`config.mk`:
```
export PLATFORM = sky130hd
export DESIGN_NAME = sram_req_ctrl_flat
export DESIGN_NICKNAME = d
export VERILOG_FILES = /design/src/rtl/sram_req_ctrl_if.sv /design/src/rtl/sram_req_ctrl.sv /design/src/flat_wrapper.sv
export SDC_FILE = /design/constraint.sdc
export NUM_CORES = 1
export LEC_CHECK = 0
export ABC_CLOCK_PERIOD_IN_PS = 6700
export BUFFER_PORTS_ARGS = -buffer_cell sky130_fd_sc_hd__buf_2
export CAP_MARGIN = 5
export CORE_MARGIN = 2
export CORE_UTILIZATION = 30
export CTS_CLUSTER_DIAMETER = 80
export DETAILED_ROUTE_END_ITERATION = 6
export GPL_TIMING_DRIVEN = 1
export SYNTH_ARGS = -nofsm -noshare
export SYNTH_HDL_FRONTEND = slang
export SYNTH_SLANG_ARGS = --single-unit
```
`constraint.sdc`:
```
create_clock -name clk_i -period 6.7 [get_ports clk_i]
set_input_delay 1.675 -clock clk_i [delete_from_list [all_inputs] [get_ports clk_i]]
set_output_delay 1.675 -clock clk_i [all_outputs]
set_load 0.02 [all_outputs]
```
`src/rtl/sram_req_ctrl_if.sv`:
```
// Single-port SRAM macro port. The slave modport is the controller side that
// drives the strobes and samples the one-cycle-latency read data.
interface sram_if #(
  parameter int BIT_WIDTH  = 64,
  parameter int WORD_DEPTH = 512
);
  localparam int AW = $clog2(WORD_DEPTH);

  logic                   en_i;
  logic                   wen_i;
  logic [BIT_WIDTH/8-1:0] bm_i;
  logic [AW-1:0]          addr_i;
  logic [BIT_WIDTH-1:0]   dat_i;
  logic [BIT_WIDTH-1:0]   dat_o;

  modport slave (output en_i, wen_i, bm_i, addr_i, dat_i, input dat_o);
  modport macro (input en_i, wen_i, bm_i, addr_i, dat_i, output dat_o);
endinterface

```
`src/rtl/sram_req_ctrl.sv`:
```
// Valid/ready request front-end for a single-port SRAM with a credit-protected
// response FIFO, so read data is never dropped under response backpressure.
module sram_req_ctrl #(
  parameter int BIT_WIDTH  = 64,
  parameter int WORD_DEPTH = 512,
  parameter int RSP_DEPTH  = 3
) (
  input  logic                          clk_i,
  input  logic                          rst_n_i,
  input  logic                          req_valid_i,
  output logic                          req_ready_o,
  input  logic                          req_we_i,
  input  logic [BIT_WIDTH/8-1:0]        req_bm_i,
  input  logic [$clog2(WORD_DEPTH)-1:0] req_addr_i,
  input  logic [BIT_WIDTH-1:0]          req_dat_i,
  output logic                          rsp_valid_o,
  input  logic                          rsp_ready_i,
  output logic [BIT_WIDTH-1:0]          rsp_dat_o,
  sram_if.slave                         sram
);
  localparam int CW = $clog2(RSP_DEPTH + 1);
  localparam int PW = (RSP_DEPTH > 1) ? $clog2(RSP_DEPTH) : 1;
  localparam logic [CW-1:0] CNT_MAX = CW'(RSP_DEPTH);
  localparam logic [PW-1:0] PTR_MAX = PW'(RSP_DEPTH - 1);

  logic [CW-1:0]        cnt_q, cnt_d;
  logic [CW-1:0]        occ_q, occ_d;
  logic [PW-1:0]        wr_ptr_q, wr_ptr_d;
  logic [PW-1:0]        rd_ptr_q, rd_ptr_d;
  logic                 rd_pend_q, rd_pend_d;
  logic [BIT_WIDTH-1:0] fifo_q [RSP_DEPTH];
  logic [BIT_WIDTH-1:0] fifo_d [RSP_DEPTH];

  logic accept, rd_acc, push, pop;

  function automatic logic [PW-1:0] ptr_inc(input logic [PW-1:0] p);
    return (p == PTR_MAX) ? '0 : p + 1'b1;
  endfunction

  // Ready depends only on the request and registered credits, never on rsp_ready_i.
  assign req_ready_o = rst_n_i & (req_we_i | (cnt_q < CNT_MAX));
  assign accept      = req_valid_i & req_ready_o;
  assign rd_acc      = accept & ~req_we_i;
  assign push        = rd_pend_q;
  assign rsp_valid_o = (occ_q != '0);
  assign pop         = rsp_valid_o & rsp_ready_i;
  assign rsp_dat_o   = rsp_valid_o ? fifo_q[rd_ptr_q] : '0;

  assign sram.en_i   = accept;
  assign sram.wen_i  = accept & req_we_i;
  assign sram.bm_i   = (accept & req_we_i) ? req_bm_i : '0;
  assign sram.addr_i = req_addr_i;
  assign sram.dat_i  = req_dat_i;

  always_comb begin
    cnt_d     = cnt_q;
    occ_d     = occ_q;
    wr_ptr_d  = wr_ptr_q;
    rd_ptr_d  = rd_ptr_q;
    rd_pend_d = rd_acc;
    fifo_d    = fifo_q;
    if (rd_acc && !pop)      cnt_d = cnt_q + 1'b1;
    else if (!rd_acc && pop) cnt_d = cnt_q - 1'b1;
    if (push && !pop)        occ_d = occ_q + 1'b1;
    else if (!push && pop)   occ_d = occ_q - 1'b1;
    if (push) begin
      fifo_d[wr_ptr_q] = sram.dat_o;
      wr_ptr_d         = ptr_inc(wr_ptr_q);
    end
    if (pop) rd_ptr_d = ptr_inc(rd_ptr_q);
  end

  always_ff @(posedge clk_i) begin
    fifo_q <= fifo_d;
    if (!rst_n_i) begin
      cnt_q     <= '0;
      occ_q     <= '0;
      wr_ptr_q  <= '0;
      rd_ptr_q  <= '0;
      rd_pend_q <= 1'b0;
    end else begin
      assert (!(push && occ_q == CNT_MAX));
      cnt_q     <= cnt_d;
      occ_q     <= occ_d;
      wr_ptr_q  <= wr_ptr_d;
      rd_ptr_q  <= rd_ptr_d;
      rd_pend_q <= rd_pend_d;
    end
  end
endmodule

```
`src/flat_wrapper.sv`:
```
// flat-port wrapper written by rule: the top's interface ports become plain ports
module sram_req_ctrl_flat 
#(
  parameter int BIT_WIDTH  = 64,
  parameter int WORD_DEPTH = 512,
  parameter int RSP_DEPTH  = 3
)
  (clk_i, rst_n_i, req_valid_i, req_ready_o, req_we_i, req_bm_i, req_addr_i, req_dat_i, rsp_valid_o, rsp_ready_i, rsp_dat_o, sram_en_i, sram_wen_i, sram_bm_i, sram_addr_i, sram_dat_i, sram_dat_o);
  sram_if #(.BIT_WIDTH(BIT_WIDTH), .WORD_DEPTH(WORD_DEPTH)) sram_i ();
  input  logic clk_i;
  input  logic rst_n_i;
  input  logic req_valid_i;
  output logic req_ready_o;
  input  logic req_we_i;
  input  logic [BIT_WIDTH/8-1:0] req_bm_i;
  input  logic [$clog2(WORD_DEPTH)-1:0] req_addr_i;
  input  logic [BIT_WIDTH-1:0] req_dat_i;
  output logic rsp_valid_o;
  input  logic rsp_ready_i;
  output logic [BIT_WIDTH-1:0] rsp_dat_o;
  output wire logic [$bits(sram_i.en_i)-1:0] sram_en_i;
  output wire logic [$bits(sram_i.wen_i)-1:0] sram_wen_i;
  output wire logic [$bits(sram_i.bm_i)-1:0] sram_bm_i;
  output wire logic [$bits(sram_i.addr_i)-1:0] sram_addr_i;
  output wire logic [$bits(sram_i.dat_i)-1:0] sram_dat_i;
  input wire logic [$bits(sram_i.dat_o)-1:0] sram_dat_o;
  assign sram_en_i = sram_i.en_i;
  assign sram_wen_i = sram_i.wen_i;
  assign sram_bm_i = sram_i.bm_i;
  assign sram_addr_i = sram_i.addr_i;
  assign sram_dat_i = sram_i.dat_i;
  assign sram_i.dat_o = sram_dat_o;
  sram_req_ctrl #(.BIT_WIDTH(BIT_WIDTH), .WORD_DEPTH(WORD_DEPTH), .RSP_DEPTH(RSP_DEPTH)) u_core (.clk_i(clk_i), .rst_n_i(rst_n_i), .req_valid_i(req_valid_i), .req_ready_o(req_ready_o), .req_we_i(req_we_i), .req_bm_i(req_bm_i), .req_addr_i(req_addr_i), .req_dat_i(req_dat_i), .rsp_valid_o(rsp_valid_o), .rsp_ready_i(rsp_ready_i), .rsp_dat_o(rsp_dat_o), .sram(sram_i));
endmodule
```
==> out/metrics.cfg <==
[status]
status = finished clean

[route]
routed-via-count = 4735
route.detailed.wl_per_inst_um = 18.9
antenna_violating_nets_post_route = 0
detail_route.vias_per_cell = 4.36
first_pass_iters = 4
routed_wirelength_um = 20500
detail_route.drc_violations = 0
initialDrtViolationCount = 175

[global_routing]
grt_use_total_pct = 13.2
grt_first_pass_wirelength_um = 29900
grt_start_max_net_pins = 66
via_count_of_the_first_global_routing_pass = 4673
grt_overflow = 0
antenna_found_initial = 3

[timing]
hold_ws_ns = 0.502
fin_crit_ns = 4.71
final.setup_skew_ns = 0.0193
final-setup-viol-count = 0
timing_hold_violations_final = 0
unrepaired_setup_endpoints_after_global_routing = false
maxClockFrequency_mhz = 212
slew_violations = 0
setup_total_negative_slack_ns = 0
final_critical_path_setup_slack_ns = 1.99
finalCritPeriodShare_pct = 70.3
worst_slew_margin_rel_pct = 32.4
tightest_slew_ns = 1.01

[floorplan]
coreArea_sq_um = 28500
horizontal_die_dimension_um = 173
die_area_sq_um = 30100
die_y_um = 173
std_cell_rows = 62
floorplan.initialDensity_pct = 30.3
top_ports = 299

[critical_path]
critical_path_peak_fanout = 39
crit_path_top_delay_cell = nor2b_4
data_required_time_of_the_worst_path_ns = 5.03
timing.critical_path.arrival_ns = 3.03
timing.critical_path.cells = nor2b_4 -> buf_4 -> nand2_1 -> a21oi_1 -> buf_2
critical_path.endpoint_type = output port
setup.worst_path.start_class = flop
setup.worst_path.class = flop to output port
maximum_single_stage_delay_on_the_critical_path_ns = 0.70

[synthesis]
synth_most_common_cell = edfxtp_1
ys_types = 32
ys.flop_type = edfxtp_1
postSynthRegisterBits = 201
synth_top_cell_area_share_pct = 66.9
post_synthesis_instance_total = 607
synth-async-reset-ratio_pct = 0
synth_warnings = 0
yosys.area.top_type = edfxtp_1
synthesis.area_per_instance_sq_um = 14.2
synth.net_count = 759
edff_count_synth = 192
synth.cells.most_frequent = edfxtp_1 (192), buf_4 (73), nand2_1 (67)
synthesis.area_sq_um = 8620
seq_area_frac_synth_pct = 69.0
synth_area_leaders = edfxtp_1 (67%), mux2i_1 (7.4%), buf_4 (6.4%), a21oi_1 (3.7%), nand2_1 (2.9%)

[cts]
cts_hold_buf = 0
cts-htree-levels = 1
cts_resized = 0
cts_sinks = 201
cts.path.max_buffers = 3
root_buffer = clkbuf_16
cts_setup_buffers = 0
tritoncts.num_buffers = 22
clkSlewWorstSetupHoldPaths_ns = 0.06
clock_latency_ns = 0.50
cts_tree = built

[final_layout]
post_layout_net_count = 838
area_delta_synth_final_pct = 14.3
final_layout_size_suffix_gt1_share_pct = 32.4

[hold_path]
worst_hold_path_type = flop to flop

[run]
cap_violations = 0

[power_and_ir_drop]
power-per-cell-area_nw_per_um2 = 336
leakage_uw = 0.00346
vdd_ir_drop_max_uv = 204

[place]
post-dp-hpwl_um = 13100
dpl_worst_slack_ns = 2.39
gp_congestion = 0.691
numPortBuffers = 152

[cell type report]
class,instances,area [sq um]
clock inverters,9,61.3
fillers,2797,18600
multi-input cells,301,1940
inverters,1,3.75
repair buffers,159,813
diodes,2,5.00
well taps,384,480
clock buffers,29,598
flip-flops and latches,201,5950
[layout by cell type, fill, tap and decap left out, types with 2 or more instances in the layout]
| master | count |
|---|---|
| edfxtp_1 | 192 |
| buf_2 | 152 |
| nand2_1 | 67 |
| mux2i_1 | 64 |
| a21oi_1 | 64 |
| or2_2 | 36 |
| or2_0 | 28 |
| clkbuf_16 | 23 |
| and2_1 | 11 |
| clkinv_1 | 7 |
| buf_4 | 7 |
| dfxtp_1 | 7 |
| clkbuf_1 | 6 |
| nor2b_1 | 4 |
| or3_1 | 3 |
| diode_2 | 2 |
| nor2_4 | 2 |
| and3_1 | 2 |
| a21boi_1 | 2 |
| o21a_1 | 2 |
| xnor2_1 | 2 |
| xor2_1 | 2 |
| o21ai_0 | 2 |
| a21boi_0 | 2 |
| ha_1 | 2 |
[per-layer routing]
metal	GRT usage, %	up-vias	wire [um]
met5	0	-	16
met4	5.61	2	714
met3	3.53	64	1540
met2	24.3	164	10700
met1	14.2	2252	7520
li1	-	2253	-
[logic make-up after synthesis]
logic type | share of synthesized area [%]
muxes | 7.43
adders and majority gates | 0.290
xor gates and xnor gates | 0.407
DFF | 69.0
and+or+nand+nor | 9.55
AOI/OAI and AO/OA | 4.41
buffers and inverters | 8.91
[power breakdown]
group	switching (uW)	total (uW)	leakage (uW)	internal [uW]
Sequential	47.2	1450	0.00181	1410
Combinational	479	745	0.00133	266
Clock	451	1110	0.000320	660
[path summary, 6_finish.rpt]
kind	to	slack [ns]	start	depth (start not counted)
worst max-delay path	rsp_dat_o[57]	1.99	u_core.rd_ptr_q[1]	5
worst max register to register	u_core.fifo_q[69]	4.37	u_core.push	3
worst min-delay path	u_core.cnt_q[1]	0.50	u_core.cnt_q[1]	2
worst min register to register	u_core.cnt_q[1]	0.50	u_core.cnt_q[1]	2
[worst max-delay path, delay by kind of cell (launching register included)]
kind                   cells  cell delay (ns)
AO/OA/AOI/OAI              1             0.24
buffers and inverters      2             0.75
flip-flops                 1             0.67
AND/OR/NAND/NOR            2             0.80
[registers in the layout, indices dropped and copies added, names as in the netlist]
name and flops:
u_core.cnt_q 2, u_core.fifo_q 192, u_core.occ_q 2, u_core.push 1, u_core.rd_ptr_q 2, u_core.wr_ptr_q 2
[per-stage QoR]
stage / util (%) / total power (uW) / instances / instance area, sq um
5_1_grt: 34.6 / 3470 / 1084 / 9840
6_report: 34.6 / 3310 / 1086 / 9850
2_1_floorplan: - / 2060 / 607 / 8620
4_1_cts: 34.6 / 3370 / 1084 / 9840
3_5_place_dp: 32.3 / 2240 / 1046 / 9180
3_3_place_gp: 32.3 / 2240 / 1046 / 9180
No activity file was read; power rests on OpenSTA's default activity.
